`src/rtl/cpu_types_pkg.sv`:
```
// Shared CPU-side types: RAM handshake states, memory arbiter FSM states and
// request kinds, plus a pointer-width helper used by the arbiter blocks.
package cpu_types_pkg;

    localparam int WORD_W = 32;

    typedef logic [WORD_W-1:0] word_t;

    typedef enum logic [1:0] {
        FREE   = 2'd0,
        BUSY   = 2'd1,
        ACCESS = 2'd2,
        ERROR  = 2'd3
    } ramstate_t;

    typedef enum logic [1:0] {
        IDLE   = 2'd0,
        ACTIVE = 2'd1,
        DONE   = 2'd2
    } arb_state_t;

    typedef enum logic [1:0] {
        NONE = 2'd0,
        IRD  = 2'd1,
        DRD  = 2'd2,
        DWR  = 2'd3
    } req_kind_t;

    // Core-index width; a single-core build still keeps a 1-bit index.
    function automatic int ptr_width(input int n);
        return (n > 1) ? $clog2(n) : 1;
    endfunction

endpackage

```
`src/rtl/mem_arbiter_rr_pick.sv`:
```
// Round-robin picker: grants the first requesting core at or after the
// pointer, wrapping from the last core back to core 0.
module rr_pick
    import cpu_types_pkg::*;
#(
    parameter int CPUS = 2
) (
    input  logic [CPUS-1:0]             i_req,
    input  logic [ptr_width(CPUS)-1:0]  i_ptr,
    output logic [CPUS-1:0]             o_grant,
    output logic                        o_valid
);

    localparam int PTR_W = ptr_width(CPUS);

    logic [PTR_W-1:0] w_idx;

    // Scan from the farthest offset down so the nearest requester wins last.
    always_comb begin
        o_grant = '0;
        w_idx   = '0;
        for (int k = CPUS - 1; k >= 0; k--) begin
            w_idx = PTR_W'((int'(i_ptr) + k) % CPUS);
            if (i_req[w_idx]) begin
                o_grant = CPUS'(1) << w_idx;
            end
        end
    end

    assign o_valid = |i_req;

endmodule

```
`src/rtl/mem_arbiter.sv`:
```
// Arbitrates every core's fetch and data requests onto the single RAM port,
// holding the granted access in registers until RAM reports ACCESS.
module mem_arbiter
    import cpu_types_pkg::*;
#(
    parameter int CPUS    = 2,
    parameter int TIMEOUT = 64
) (
    input  logic                 CLK,
    input  logic                 nRST,
    input  logic [CPUS-1:0]      iREN,
    input  logic [CPUS-1:0]      dREN,
    input  logic [CPUS-1:0]      dWEN,
    input  logic [CPUS*32-1:0]   iaddr,
    input  logic [CPUS*32-1:0]   daddr,
    input  logic [CPUS*32-1:0]   dstore,
    output logic [CPUS-1:0]      iwait,
    output logic [CPUS-1:0]      dwait,
    output logic [CPUS*32-1:0]   iload,
    output logic [CPUS*32-1:0]   dload,
    output logic                 ramREN,
    output logic                 ramWEN,
    output word_t                ramaddr,
    output word_t                ramstore,
    input  word_t                ramload,
    input  logic [1:0]           ramstate,
    output logic                 err_timeout
);

    localparam int PTR_W = ptr_width(CPUS);
    localparam int WD_W  = $clog2(TIMEOUT + 1);

    arb_state_t       r_state, w_nxt_state;
    req_kind_t        r_kind, w_nxt_kind;
    logic [PTR_W-1:0] r_rr_ptr, w_nxt_rr;
    logic [PTR_W-1:0] r_owner, w_nxt_owner;
    word_t            r_addr, w_nxt_addr;
    word_t            r_store, w_nxt_store;
    logic             r_ren, w_nxt_ren;
    logic             r_wen, w_nxt_wen;
    logic [WD_W-1:0]  r_wdog;
    logic             r_err;

    logic [CPUS-1:0]  w_dreq;
    logic [CPUS-1:0]  w_dgrant, w_igrant;
    logic             w_dvalid, w_ivalid;
    logic [PTR_W-1:0] w_didx, w_iidx, w_owner_inc;
    logic             w_owner_req;
    logic             w_access;

    word_t w_iaddr_a  [CPUS];
    word_t w_daddr_a  [CPUS];
    word_t w_dstore_a [CPUS];

    function automatic logic [PTR_W-1:0] oh_to_idx(input logic [CPUS-1:0] oh);
        logic [PTR_W-1:0] idx;
        idx = '0;
        for (int n = 0; n < CPUS; n++) begin
            if (oh[n]) idx = PTR_W'(n);
        end
        return idx;
    endfunction

    for (genvar g = 0; g < CPUS; g++) begin : g_unpack
        assign w_iaddr_a[g]  = iaddr[g*32 +: 32];
        assign w_daddr_a[g]  = daddr[g*32 +: 32];
        assign w_dstore_a[g] = dstore[g*32 +: 32];
    end

    // Reads and writes share one class so data always outranks fetch.
    assign w_dreq = dREN | dWEN;

    rr_pick #(.CPUS(CPUS)) u_pick_data (
        .i_req   (w_dreq),
        .i_ptr   (r_rr_ptr),
        .o_grant (w_dgrant),
        .o_valid (w_dvalid)
    );

    rr_pick #(.CPUS(CPUS)) u_pick_instr (
        .i_req   (iREN),
        .i_ptr   (r_rr_ptr),
        .o_grant (w_igrant),
        .o_valid (w_ivalid)
    );

    assign w_didx      = oh_to_idx(w_dgrant);
    assign w_iidx      = oh_to_idx(w_igrant);
    assign w_access    = (ramstate_t'(ramstate) == ACCESS);
    assign w_owner_inc = (r_owner == PTR_W'(CPUS - 1)) ? '0 : r_owner + 1'b1;

    always_comb begin
        w_owner_req = 1'b0;
        case (r_kind)
            IRD:     w_owner_req = iREN[r_owner];
            DRD:     w_owner_req = dREN[r_owner];
            DWR:     w_owner_req = dWEN[r_owner];
            default: w_owner_req = 1'b0;
        endcase
    end

    always_ff @(posedge CLK or negedge nRST) begin
        if (!nRST) begin
            r_state  <= IDLE;
            r_kind   <= NONE;
            r_rr_ptr <= '0;
            r_owner  <= '0;
            r_addr   <= '0;
            r_store  <= '0;
            r_ren    <= 1'b0;
            r_wen    <= 1'b0;
        end else begin
            r_state  <= w_nxt_state;
            r_kind   <= w_nxt_kind;
            r_rr_ptr <= w_nxt_rr;
            r_owner  <= w_nxt_owner;
            r_addr   <= w_nxt_addr;
            r_store  <= w_nxt_store;
            r_ren    <= w_nxt_ren;
            r_wen    <= w_nxt_wen;
        end
    end

    always_comb begin
        w_nxt_state = r_state;
        w_nxt_kind  = r_kind;
        w_nxt_rr    = r_rr_ptr;
        w_nxt_owner = r_owner;
        w_nxt_addr  = r_addr;
        w_nxt_store = r_store;
        w_nxt_ren   = r_ren;
        w_nxt_wen   = r_wen;
        case (r_state)
            IDLE: begin
                if (w_dvalid) begin
                    w_nxt_state = ACTIVE;
                    w_nxt_owner = w_didx;
                    w_nxt_addr  = w_daddr_a[w_didx];
                    w_nxt_store = w_dstore_a[w_didx];
                    // A core asserting both strobes is treated as a write.
                    if (dWEN[w_didx]) begin
                        w_nxt_kind = DWR;
                        w_nxt_ren  = 1'b0;
                        w_nxt_wen  = 1'b1;
                    end else begin
                        w_nxt_kind = DRD;
                        w_nxt_ren  = 1'b1;
                        w_nxt_wen  = 1'b0;
                    end
                end else if (w_ivalid) begin
                    w_nxt_state = ACTIVE;
                    w_nxt_owner = w_iidx;
                    w_nxt_kind  = IRD;
                    w_nxt_addr  = w_iaddr_a[w_iidx];
                    w_nxt_ren   = 1'b1;
                    w_nxt_wen   = 1'b0;
                end
            end
            ACTIVE: begin
                if (w_access) begin
                    w_nxt_state = DONE;
                    w_nxt_rr    = w_owner_inc;
                    w_nxt_ren   = 1'b0;
                    w_nxt_wen   = 1'b0;
                end else if (!w_owner_req) begin
                    w_nxt_state = IDLE;
                    w_nxt_kind  = NONE;
                    w_nxt_ren   = 1'b0;
                    w_nxt_wen   = 1'b0;
                end
            end
            DONE: begin
                w_nxt_state = IDLE;
                w_nxt_kind  = NONE;
            end
            default: begin
                w_nxt_state = IDLE;
                w_nxt_kind  = NONE;
                w_nxt_ren   = 1'b0;
                w_nxt_wen   = 1'b0;
            end
        endcase
    end

    // Watchdog only flags a stuck RAM; the access itself keeps waiting.
    always_ff @(posedge CLK or negedge nRST) begin
        if (!nRST) begin
            r_wdog <= '0;
            r_err  <= 1'b0;
        end else begin
            if (r_state == ACTIVE && w_nxt_state == ACTIVE) begin
                if (r_wdog != WD_W'(TIMEOUT)) r_wdog <= r_wdog + 1'b1;
            end else begin
                r_wdog <= '0;
            end
            if (r_state == ACTIVE && !w_access && r_wdog >= WD_W'(TIMEOUT - 1)) begin
                r_err <= 1'b1;
            end
        end
    end

    always_comb begin
        iwait = '1;
        dwait = '1;
        if (r_state == ACTIVE && w_access) begin
            if (r_kind == IRD) begin
                iwait[r_owner] = 1'b0;
            end else if (r_kind == DRD || r_kind == DWR) begin
                dwait[r_owner] = 1'b0;
            end
        end
    end

    assign iload       = {CPUS{ramload}};
    assign dload       = {CPUS{ramload}};
    assign ramREN      = r_ren;
    assign ramWEN      = r_wen;
    assign ramaddr     = r_addr;
    assign ramstore    = r_store;
    assign err_timeout = r_err;

endmodule

```
`config.mk`:
```
export PLATFORM = sky130hd
export DESIGN_NAME = mem_arbiter
export DESIGN_NICKNAME = d
export VERILOG_FILES = /design/src/rtl/cpu_types_pkg.sv /design/src/rtl/mem_arbiter_rr_pick.sv /design/src/rtl/mem_arbiter.sv
export SDC_FILE = /design/constraint.sdc
export NUM_CORES = 1
export LEC_CHECK = 0
export ABC_AREA = 1
export BUFFER_PORTS_ARGS = -buffer_cell sky130_fd_sc_hd__buf_2
export CAP_MARGIN = 40
export CORE_AREA = 2 2 170 172
export DETAILED_ROUTE_END_ITERATION = 8
export DIE_AREA = 0 0 172 174
export MAX_ROUTING_LAYER = met4
export SETUP_SLACK_MARGIN = 0.02
export SLEW_MARGIN = 5
export SYNTH_ARGS = -nofsm -noshare
export SYNTH_HDL_FRONTEND = slang
export SYNTH_SLANG_ARGS = --single-unit
export TNS_END_PERCENT = 50
```
`constraint.sdc`:
```
create_clock -name CLK -period 4.08 [get_ports CLK]
set_clock_uncertainty 0.15 [all_clocks]
set_input_delay 0.612 -clock CLK [delete_from_list [all_inputs] [get_ports CLK]]
set_output_delay 0.612 -clock CLK [all_outputs]
set_load 0.02 [all_outputs]
```
==> results.md, run 1 <==
* Status: finished clean
* Pwr Density at 660 nW/um2
* Total of warnings raised by yosys at 0
* Comb pwr share at 0.497
* Met3 WL at 1280 um
* Post_cts resized at 0
* Crit Path Class: input port to register
* Post-CTS setup buffers at 0
* Initial DRC Count at roughly 270
* DRC violations left at 0
* Sw Ratio at 0.469
* Pint at around 0.0024 W
* Max frequency at between 300 and 400 MHz
* Synthesized flop and latch total at 80
* Gate Count Post-Synth at 828
* Final Cell Area at 6730 um2
* CTS tree: done
* Worst skew pair latency at 0.34 ns
* Met2 WL at 8930 um
* Mapped Avg Cell Area at 6.83 um2
* Final period utilization at 0.645
* Setup TNS at 0 ns
* Slew @ Worst Pin at 0.863 ns
* Final nets at approximately 1200
* Vias/cell at roughly 4.1
* Crit-path max FO at 35
* Tmin final at between 2 and 3 ns
* Switch Pwr at approximately 0.0021 W
* Placed cell count at around 1300
* Die Height at ~170 um
* Initial antenna violation count at 0
* Top Metal Used: met4
* Routed WL at roughly 19000 um
* Final setup fails at 0
* Most common cell after layout, fill and taps aside: buf_2
* Distinct cell type count after synthesis at 25
* Max Cap Viol at 0
* GR Util All Layers at 0.127
* Final Power at around 0.0044 W
* TritonRoute pass-1 iters at 5
* Post-Syn Area at roughly 5700 um2
* First-pass GRT wire length at approximately 28000 um
* Rows at 62
* Overflow after GRT at 0
* Largest net degree at the start of global routing at 82
* H-tree levels at 3
* Die W at ~170 um
* LEAKAGE at about 3.6 nW
* Avg WL per Cell at 14.1 um
* Fill cell count at 3244
* Fin Hold WS at between 0.15 and 0.2 ns
* Fin. Hold Viols at 0
* Ant diodes at 0
* Area Overhead vs Synth at 19.1%
* Vias in the first global route at around 5300
* Initial Util at 0.200
* Post-CTS Hold Buffers at 0
* Die area at approximately 30000 um2
* Synthesized net count at between 1000 and 1500
* Port buffer count at 272
* Number of I/O pins at roughly 430
* Max IR drop VDD at around 0.00022 V
* Flop pwr share at 0.309
* Pins over their slew limit at 0
* Num CTS Buffers at 9
* Root buffer cell: clkbuf_16
* Vias at 5432
* CP endpoint kind: register
* Clk pwr share at 0.194
* Post-Route M1 WL at 8090 um
* CTS Buffer Depth at 2
* Layout cell share with drive strength beyond 1 at 0.325
* Rel. slew slack at 0.425
* RSZ-0062 raised after global routing: false
* Placer Congestion at about 0.82
* Clock Pin Slew Worst Setup and Hold Paths at around 0.070 ns
* Commonest cells after routing, fill and taps aside: 271 x buf_2, 231 x nand2_1, 128 x nor2_1
* Worst setup SP type: input port
* HPWL Detailed at 14000 um
* HP Class: input port to asynchronous set/reset pin
* Crit path DAT at 2.71 ns
* Clock sink total at 80
* Fin cells at roughly 1300
* Worst endpoint required time at just over 4 ns
* Seq/Total Area, Yosys at 0.354
* Antenna Nets Post-Route at 0
* Core Box Area at between 20000 and 30000 um2
* Area after DPL at approximately 6400 um2
==> area by class of cell <==
type                            count  area [um2]  area share
Clock buffer                       10         239      0.0355
Timing Repair Buffer              278        1450       0.215
Clock inverter                      6        67.6      0.0100
Multi-Input combinational cell    543        2350       0.349
Sequential cell                    80        2000       0.297
Tap cell                          384         480      0.0714
Inverter                           39         146      0.0217
==> sequential cells by signal, indices dropped and copies added, names as in the netlist <==
name,count
r_owner,1
ramREN,1
err_timeout,1
r_rr_ptr,1
ramWEN,1
r_kind,2
r_state,2
ramstore,32
r_wdog,7
ramaddr,32
==> synthesized netlist by cell type <==
cell type  instances  share of area
nor2_1           128          0.085
xor2_1             2         0.0031
o21ai_1           37          0.033
nand2_2            2         0.0022
nand2_1          231           0.15
o21ai_0           81          0.072
ha_1               2         0.0044
and3_1             1         0.0011
or2_1              1         0.0011
inv_1             33          0.022
inv_2              6         0.0040
nor2_2             3         0.0033
buf_6              3         0.0060
dfrtp_1           80           0.35
a21oi_1           17          0.015
o21ai_4            1         0.0029
nand3_1           26          0.023
nor2_4             2         0.0040
buf_2             21          0.019
clkbuf_1          12         0.0080
nand2_4            3         0.0060
nor3b_1            3         0.0040
buf_1              1        0.00066
nor3_1             3         0.0027
buf_4            129           0.17
==> path summary, 6_finish.rpt <==
| kind | startpoint | to | slack [ns] | depth (start not counted) |
|---|---|---|---|---|
| min reg2reg | err_timeout$_DFFE_PN0P_ | err_timeout$_DFFE_PN0P_ | 0.31 | 2 |
| min | nRST | ramstore[8]$_DFFE_PN0P_ | 0.18 | 1 |
| max | dWEN[0] | ramstore[29]$_DFFE_PN0P_ | 1.45 | 8 |
| max in group asynchronous | nRST | ramstore[1]$_DFFE_PN0P_ | 2.70 | 2 |
| min in group CLK | err_timeout$_DFFE_PN0P_ | err_timeout$_DFFE_PN0P_ | 0.31 | 2 |
| max reg2reg | r_state[1]$_DFF_PN0_ | ramstore[29]$_DFFE_PN0P_ | 1.73 | 6 |
==> power by group through the flow <==
stage	registers, W	logic [W]	clock network, W
finish	0.00137	0.00221	0.000861
global route	0.00142	0.00249	0.000932
CTS	0.00137	0.00222	0.000904
detailed placement	0.00138	0.00222	0
global placement	0.00138	0.00216	0
floorplan	0.00176	0.00123	0
==> worst max-delay path, cell delays in order <==
cell     delay (ns)
buf_2          0.13
nor2_4         0.07
nand2_4        0.32
inv_2          0.27
nor2_4         0.59
inv_2          0.45
nand2_1        0.16
o21ai_0        0.09
==> metal layers <==
| metal | up-vias | global-route usage |
|---|---|---|
| met5 | - | - |
| met1 | 2457 | 0.147 |
| li1 | 2712 | - |
| met4 | 0 | 0.0578 |
| met3 | 61 | 0.0285 |
| met2 | 202 | 0.209 |
==> logic make-up after synthesis <==
family | synth area share
AND/OR/NAND/NOR | 0.286
buffers and inverters | 0.230
AO/OA/AOI/OAI | 0.122
flip-flops | 0.354
XOR/XNOR | 0.00310
adder cells (fa/ha/maj) | 0.00443
==> through the flow <==
step	setup WS [ns]	util
2_1_floorplan	2.19	-
3_3_place_gp	1.09	0.225
3_5_place_dp	1.05	0.227
4_1_cts	1.42	0.238
5_1_grt	1.17	0.238
6_report	1.45	0.238
No activity file was read; power rests on OpenSTA's default activity.
==> inputs of run 2 (changes only) <==
- CORE_AREA: 2 2 170 172 -> 2 2 166 168
- DIE_AREA: 0 0 172 174 -> 0 0 168 170
- clock period: 4.08 -> 2.45 ns (I/O delays scaled with it)
==> run 2 against run 1 <==
- sequential power rose by 66%
- combinational power is 65% higher
- via count about the same
- setup slack got worse by 1.0 ns
- global-route usage is 0.89 points higher
- sequential cell count unchanged
- first-iteration DRC count fell by 16%
- wire length increased by 2.7%
- critical path type is now register to primary output
- largest cell class unchanged
- largest power group unchanged
==> results.md, run 2 (synthesis gave the netlist of run 1 again) <==
* Worst setup margin at 0.437 ns (-1.01 ns)
* Initial DRC Count at 229 (-16%)
* Crit path DAT at 1.50 ns (-1.21 ns)
* Avg WL per Cell at 14.9 um (+5.9%)
* Sw Ratio at 0.468 (about the same)
* Initial antenna violation count at 1 (+1)
* First-pass GRT wire length at 29300 um (+2.8%)
* Switch Pwr at 0.00341 W (+64%)
* H-tree levels at 3 (unchanged)
* Vias at 5437 (+0.092%)
* Core Box Area at 26700 um2 (-5.6%)
* Flop pwr share at 0.313 (+0.004)
* Vias/cell at 4.18 (+3.2%)
* Number of I/O pins at 433 (unchanged)
* Worst skew pair latency at 0.34 ns (about the same)
* Fin. Hold Viols at 0 (unchanged)
* TritonRoute pass-1 iters at 5 (unchanged)
* Routed WL at 19400 um (+2.7%)
* Layout cell share with drive strength beyond 1 at 0.325 (-0.000679)
* Port buffer count at 272 (unchanged)
* HPWL Detailed at 14800 um (+5.4%)
* Clock sink total at 80 (unchanged)
* Area after DPL at 6390 um2 (-0.18%)
* Worst setup SP type: register
* Place WS at 0.314 ns (-0.737 ns)
* Area Overhead vs Synth at 18.2%
* Overflow after GRT at 0 (unchanged)
* Num CTS Buffers at 9 (unchanged)
* CTS tree: done
* Max Cap Viol at 0 (unchanged)
* Final nets at 1191 (+0.34%)
* GR Util All Layers at 0.136 (+0.00889)
* Die area at 28600 um2 (-4.6%)
* Die Height at 170 um (-2.3%)
* Layout Utilization at 0.251 (+0.0124)
* Largest net degree at the start of global routing at 82 (unchanged)
* Final setup fails at 0 (unchanged)
* Antenna Nets Post-Route at 0 (unchanged)
* RSZ-0062 raised after global routing: false
* Slew @ Worst Pin at 0.894 ns (+0.0314 ns)
* Pwr Density at 1090 nW/um2 (+65%)
* Tmin final at roughly 2.0 ns
* LEAKAGE at 3.56 nW (+0.24%)
* Pint at 0.00387 W (+64%)
* Clock Pin Slew Worst Setup and Hold Paths at 0.07 ns (about the same)
* Rows at 60 (-3.2%)
* Setup TNS at 0 ns (unchanged)
* Rel. slew slack at 0.404 (-0.0210)
* Die W at 168 um (-2.3%)
* HP Class: input port to register
* Crit-path max FO at 5 (-86%)
* Pins over their slew limit at 0 (unchanged)
* CTS Buffer Depth at 2 (unchanged)
* Commonest cells after routing, fill and taps aside: 271 x buf_2, 231 x nand2_1, 128 x nor2_1
* Root buffer cell: clkbuf_16
* Placer Congestion at 0.805 (-2.0%)
* Max IR drop VDD at 0.000352 V (+58%)
* CP endpoint kind: primary output
* DRC violations left at 0 (unchanged)
* Worst endpoint required time at 1.93 ns (-2.22 ns)
* Most common cell after layout, fill and taps aside: buf_2
* Final period utilization at 0.822
* Status: finished clean
* Comb pwr share at 0.501 (+0.004)
* Initial Util at 0.212 (+0.0119)
* Post_cts resized at 0 (unchanged)
* Max frequency at a little under 500 MHz
* Final Cell Area at 6680 um2 (-0.72%)
* Crit Path Class: register to primary output
* Vias in the first global route at 5319 (-0.019%)
* Clk pwr share at 0.187 (-0.007)
[run 2: cell count changes in the layout (fill, tap and decap cells not counted), sizes merged]
cell and delta:
buf +3, clkinvlp -1, diode +1, dlygate4sd3 +1, inv -1
[run 2: power by group through the flow]
stage               logic (W)  registers [W]  clock network (W)
global placement      0.00366        0.00227                  0
finish                0.00364        0.00227            0.00136
CTS                   0.00370        0.00227            0.00142
floorplan             0.00204        0.00293                  0
detailed placement    0.00370        0.00229                  0
global route          0.00408        0.00236            0.00149
[run 2: timing repair]
action	4_1_cts	5_1_grt
endpoints found under the setup margin	0	0
buffers inserted	0	0
hold endpoints to repair	34	0
hold buffers	1	0
[run 2: cell type report]
class                      instances  area (um2)
fill                            2985       20000
multi-input combinational        543        2350
sequential                        80        2000
timing repair buffer             282        1480
tap                              341         427
clock buffer                      10         229
inverter                          39         146
clock inverter                     4        47.5
antenna                            1        2.50
[run 2: metrics by stage]
step           hold WS, ns  cells  total power, W
6_report             0.132   1300         0.00727
4_1_cts              0.114   1299         0.00740
3_3_place_gp         0.234   1284         0.00593
5_1_grt              0.121   1300         0.00793
3_5_place_dp         0.263   1284         0.00599
2_1_floorplan      -0.0781    828         0.00498
[run 2: layer usage]
layer / global-route usage / wire length (um) / vias to the layer above
met5: - / 0 / -
met4: 0.0722 / 905 / 0
met3: 0.0335 / 1320 / 67
met2: 0.233 / 9590 / 222
met1: 0.146 / 7620 / 2422
li1: - / - / 2726
[run 2: worst paths after layout]
check	start	end	slack, ns	cells past startpoint
worst max register to register	r_rr_ptr$_DFFE_PN0P_	ramaddr[11]$_DFFE_PN0P_	0.44	8
worst max-delay path	r_state[1]$_DFF_PN0_	dwait[0]	0.44	5
worst min register to register	err_timeout$_DFFE_PN0P_	err_timeout$_DFFE_PN0P_	0.31	2
worst min-delay path	dstore[35]	ramstore[3]$_DFFE_PN0P_	0.13	3
min in group asynchronous	nRST	r_owner$_DFFE_PN0P_	0.41	2
max in group asynchronous	nRST	r_state[0]$_DFF_PN0_	1.06	3
[run 2: worst max-delay path, cell delays in order, from the launching register on]
cell	delay (ns)
dfrtp_1	0.41
nor2_1	0.15
nand2_1	0.11
inv_1	0.15
nand3_1	0.14
buf_2	0.19
